<file path="src/rtl/full_adder.sv">
// ----------------------------------------------------------------------------
// full_adder
// Parameterizable ripple-carry adder built from 1-bit full-adder cells.
// It provides an immediate combinational result and a one-cycle registered
// result that is qualified by a valid flag. It also keeps a sticky record of
// carry-outs.
//
// Optional feature macro: FULL_ADDER_OVF_EN
//   When defined, the block adds the ovf_q port, which holds the registered
//   two's-complement overflow.
//
// Ports
//   clk          in   rising-edge clock for the registered path and sticky flag
//   rst_n        in   asynchronous active-low reset
//   a, b         in   WIDTH-bit unsigned operands
//   c            in   carry-in
//   in_valid     in   qualifies a/b/c for capture by the registered path
//   clr_sticky   in   synchronous clear of carry_sticky (a same-edge set wins)
//   sum          out  combinational a + b + c, low WIDTH bits
//   carry        out  combinational carry-out of the MSB cell
//   sum_q        out  registered sum
//   carry_q      out  registered carry-out
//   out_valid    out  sum_q/carry_q were captured on the previous edge
//   carry_sticky out  set by any captured carry-out, held until cleared
//   ovf_q        out  registered signed overflow (FULL_ADDER_OVF_EN only)
// ----------------------------------------------------------------------------
module full_adder #(
  parameter int unsigned WIDTH = 1
) (
  input  logic             clk,
  input  logic             rst_n,
  input  logic [WIDTH-1:0] a,
  input  logic [WIDTH-1:0] b,
  input  logic             c,
  input  logic             in_valid,
  input  logic             clr_sticky,
  output logic [WIDTH-1:0] sum,
  output logic             carry,
  output logic [WIDTH-1:0] sum_q,
  output logic             carry_q,
  output logic             out_valid,
`ifdef FULL_ADDER_OVF_EN
  output logic             carry_sticky,
  output logic             ovf_q
`else
  output logic             carry_sticky
`endif
);

  // w_k[i] is the carry into cell i; w_k[0] is the external carry-in.
  logic [WIDTH:0]   w_k;
  logic [WIDTH-1:0] w_s;

  logic [WIDTH-1:0] r_sum_q;
  logic             r_carry_q;
  logic             r_out_valid;
  logic             r_carry_sticky;

  assign w_k[0] = c;

  // Ripple chain of 1-bit full-adder cells.
  for (genvar i = 0; i < int'(WIDTH); i++) begin : g_cell
    assign w_s[i]   = a[i] ^ b[i] ^ w_k[i];
    assign w_k[i+1] = (a[i] & b[i]) | (a[i] & w_k[i]) | (b[i] & w_k[i]);
  end

  assign sum   = w_s;
  assign carry = w_k[WIDTH];

  // Result capture: hold on in_valid=0, valid flag follows in_valid.
  always_ff @(posedge clk or negedge rst_n) begin
    if (!rst_n) begin
      r_sum_q     <= '0;
      r_carry_q   <= 1'b0;
      r_out_valid <= 1'b0;
    end else begin
      r_out_valid <= in_valid;
      if (in_valid) begin
        r_sum_q   <= w_s;
        r_carry_q <= w_k[WIDTH];
      end
    end
  end

  // Sticky carry: a captured carry overrides a simultaneous clear.
  always_ff @(posedge clk or negedge rst_n) begin
    if (!rst_n) begin
      r_carry_sticky <= 1'b0;
    end else if (in_valid && w_k[WIDTH]) begin
      r_carry_sticky <= 1'b1;
    end else if (clr_sticky) begin
      r_carry_sticky <= 1'b0;
    end
  end

  assign sum_q        = r_sum_q;
  assign carry_q      = r_carry_q;
  assign out_valid    = r_out_valid;
  assign carry_sticky = r_carry_sticky;

`ifdef FULL_ADDER_OVF_EN
  logic r_ovf_q;

  // Signed overflow: the carries into and out of the MSB cell disagree.
  // For WIDTH=1 the carry into the MSB cell is the carry-in c.
  always_ff @(posedge clk or negedge rst_n) begin
    if (!rst_n) begin
      r_ovf_q <= 1'b0;
    end else if (in_valid) begin
      r_ovf_q <= w_k[WIDTH] ^ w_k[WIDTH-1];
    end
  end

  assign ovf_q = r_ovf_q;
`endif

endmodule

</file>
<file path="config.mk">
export PLATFORM = sky130hd
export DESIGN_NAME = full_adder
export DESIGN_NICKNAME = d
export VERILOG_FILES = /design/src/rtl/full_adder.sv
export SDC_FILE = /design/constraint.sdc
export NUM_CORES = 1
export LEC_CHECK = 0
export BUFFER_PORTS_ARGS = -buffer_cell sky130_fd_sc_hd__buf_2
export CAP_MARGIN = 10
export CORE_AREA = 5 5 42 44
export DETAILED_ROUTE_END_ITERATION = 16
export DIE_AREA = 0 0 47 49
export GPL_ROUTABILITY_DRIVEN = 0
export PLACE_DENSITY = 0.43
export SLEW_MARGIN = 15
export SYNTH_ARGS = -nofsm -noshare
export SYNTH_HDL_FRONTEND = slang
export SYNTH_SLANG_ARGS = --single-unit
</file>
<file path="constraint.sdc">
create_clock -name clk -period 0.9 [get_ports clk]
set_input_delay 0.045 -clock clk [delete_from_list [all_inputs] [get_ports clk]]
set_output_delay 0.045 -clock clk [all_outputs]
set_load 0.02 [all_outputs]
</file>
* Word level (Yosys, flattened, before mapping)
Index checks and enable logic that the tools add are counted.
Operators by class: muxes and demuxes 2, bitwise gates (word level) 7, reduce and logical (&&, ||, !) cells 2
Operators with widths (number):
- $and 1x1->1 | 3
- $mux 1 | 2
- $or 1x1->1 | 2
- $reduce_bool 2->1 | 1
- $xor 1x1->1 | 2
- $logic_and 1x1->1 | 1
Storage, ports and cells: bits in registers 4, input bits 7, logic and storage cells 15

* Logic depth before layout (Yosys ltp)
depth in word-level cells 5, gate-level depth with buffers 3, mapped depth without buffers 3

* Least setup slack after synthesis
No wires, ideal clock.
path type input to register, start input port a, end register r_sum_q, in the netlist sum_q, setup time 0.125 ns, data arrival time 0.920 ns, path slack -0.145 ns, stages 2, buffers on the path 0, cells stage by stage fa_1 mux2_4
Between the ends: longest elaborated chain between the ends 2
Ends and longest elaborated chain:
- start: declaration | line 32 | input logic [WIDTH-1:0] a,
- $xor 1x1->1 (2 in a row) | line 63 | assign w_s[i] = a[i] ^ b[i] ^ w_k[i];
- end signal: assignment | line 79 | r_sum_q <= w_s;
- end: declaration | line 54 | logic [WIDTH-1:0] r_sum_q;
Every way passes these cells. A chain may end at the register's enable or synchronous reset.

* Worst setup path in the final report
start input port b, end output port sum
Between the ends: longest elaborated chain between the ends 2
Ends and longest elaborated chain:
- start: declaration | line 33 | input logic [WIDTH-1:0] b,
- $xor 1x1->1 (2 in a row) | line 63
- end: declaration | line 37 | output logic [WIDTH-1:0] sum,
Every way passes these cells.

==> results by group <==
Status
  – Status: completed

Detailed routing
  – DR WL/cell: around 9.4 um
  – Drt pass-1 iters: 4
  – Drt total wl: about 420 um
  – Vias per cell: 3.22
  – Iter 0 DRT Violations: 2
  – DRT antenna net count: 0
  – Routed vias: 145
  – DRC viols: 0

Clocking
  – CTS sink count: 4
  – Worst-path clk slew: roughly 40 ps
  – Clock latency on the worst-skew pair: 230 ps
  – Clock H-tree levels: 1
  – Total CTS buffers: 3
  – Root buf cell: clkbuf_4
  – TritonCTS clock tree: yes
  – Clock tree buffer depth: 2

Finish
  – P&R area growth vs syn: 98.4%
  – Ant diodes: 0
  – Share of cells above drive strength 1: 0.586
  – Nets: 39

STA
  – Final setup fails: 0
  – Slew HR: 0.909
  – Worst Hold Slack: 161 ps
  – Final period utilization: 0.992
  – Fmax: 1120 MHz
  – RSZ-0062 raised after global routing: yes
  – Crit path time final: just under 900 ps
  – Worst-margin pin slew: 136 ps
  – Clock skew: 0 ps
  – Endpoints failing hold: 0
  – Final Max Slew Viols: 0

Critical path
  – Setup crit end kind: primary output
  – Crit start category: input pin
  – Worst Setup EP: sum
  – R2R Path Start: sum_q
  – CP max-delay cell: fa_2
  – Reg2Reg Depth: 1
  – Crit-path max FO: 2
  – Worst Path Required: 850 ps
  – Flop2flop setup slack: approximately 140 ps
  – CP Class: in -> out
  – Critical Path Most Common Cell: buf_6
  – CP arrival: 850 ps
  – Crit-path max cell delay: just under 600 ps
  – R2R Path End: sum_q
  – Crit-path cells: buf_6 -> fa_2 -> buf_6
  – Worst setup startpoint: b

Floorplan
  – Die ar.: 2300 um^2
  – # IOs: 13
  – Die height: around 49 um
  – Core area: 1400 um^2
  – Initial core utilization: 0.112
  – Die W: 47 um
  – Row count: 14

Power and ir drop
  – Switching Fraction: 0.273
  – Seq pwr share: 0.362
  – Combinational Power Share: 0.265
  – Total power: 0.000587 W
  – P_int: roughly 0.00043 W
  – Peak VDD IR: approximately 760 uV
  – Pwr per Cell Area: 1890 nW/um^2
  – Clock share of power: 0.374
  – Sw Pwr: 0.000160 W
  – Leakage power: 0.157 nW

Logic synthesis
  – Adder-Cell Fraction of Synth Area: 0.128
  – Mapped cell area: 156 um^2
  – Synth Area in Simple Gates: 0.0240
  – Synth unique cells: 6
  – Synth Area in XOR/XNOR: 0
  – Mux share of post-synthesis cell area: 0.0960
  – Post-synthesis register bit count: 4
  – Syn nets: 19
  – Main combinational cell family by area after synthesis: adder cells
  – Syn_area_per_cell: 14.2 um^2
  – Post-synthesis sequential area ratio: 0.640
  – Synth warnings: 0
  – Cells after Synth: 11
  – Complex-gate fraction of the synthesized area: 0.0640

Flow run
  – MaxCap Viol Count: 0

Global route
  – Pin count of the biggest net entering global routing: 5
  – Initial antenna violation count: 0
  – First-pass GRT wire length: 703 um
  – Number of global-route vias before repair: ~170
  – GR Overflow Total: 0
  – Gr usage total: 0.0502

Placed design
  – Hpwl dp: 337 um
  – Input/output buffers: 12

Hold path
  – HP Class: in -> async
[worst min path at each step]
stage,from,end
floorplan,rst_n,carry_q
global placement,rst_n,sum_q
detailed placement,rst_n,out_valid
CTS,rst_n,sum_q
global route,rst_n,carry_sticky
finish,rst_n,carry_sticky
[cell usage after synthesis (all sizes together)]
cell	instances	area, um^2
o21ai	2	10.0
nand2	1	3.75
fa	1	20.0
mux2	1	15.0
inv	2	7.51
dfrtp	4	100
[worst max-delay path, delay by kind of cell]
kind / cells / cell delay (ps)
buffers and inverters: 2 / 210
adder cells (fa/ha/maj): 1 / 590
[metal layers]
metal  vias to the layer above  GRT usage  part of all wire
li1                         71          -                 -
met1                        59     0.0580              0.48
met4                         0     0.0415                 0
met3                         0     0.0554              0.21
met5                         -          0                 0
met2                        15     0.0475              0.31
[through the flow]
step	instance area [um^2]	setup TNS [ps]	instances	util	setup slack, ps
CTS	304	0	45	0.217	3.51
finish	310	0	45	0.221	7.19
detailed placement	239	-172	39	0.171	-123
global route	310	-11.9	45	0.221	-11.9
floorplan	159	-62.2	11	-	-62.2
global placement	239	-162	39	0.171	-117
[kinds of logic after synthesis]
group | count (synthesis)
compound gates | 2
fa+ha+maj | 1
buf+inv | 2
flops | 4
mux | 1
simple gates | 1
[cell usage in the layout, fill, tap and decap left out, drive strengths merged]
cell,synthesis,final
buf,0,12
clkbuf,0,3
dfrtp,4,4
dlygate4sd3,0,3
fa,1,1
inv,2,2
mux2,1,1
nand2,1,1
o21ai,2,2
[area by class of cell]
type / instances / area [um^2]
repair buffers: 15 / 109
clock buffers: 3 / 22.5
well taps: 16 / 20.0
fillers: 160 / 1090
flip-flops and latches: 4 / 100
multi-input cells: 5 / 51.3
inverters: 2 / 7.51
[sequential cells by signal (all words and copies together), names as in the netlist]
register / count
carry_q: 1
carry_sticky: 1
out_valid: 1
sum_q: 1
[what timing repair did]
| action | 4_1_cts | 5_1_grt |
|---|---|---|
| pin swaps | 1 | 1 |
| endpoints found under the hold margin | 6 | 0 |
| hold buffers | 3 | 0 |
| gates resized for setup | 3 | 1 |
| setup buffers | 0 | 0 |
| setup endpoints to repair | 1 | 1 |
[power by group through the flow]
stage          logic (W)  registers [W]  clock network, W
5_1_grt         0.000170       0.000215          0.000249
4_1_cts         0.000154       0.000212          0.000233
3_3_place_gp    0.000129       0.000214                 0
3_5_place_dp    0.000131       0.000214                 0
2_1_floorplan  0.0000510       0.000240                 0
6_report        0.000155       0.000212          0.000219
Power figures use the tool's default switching activity.
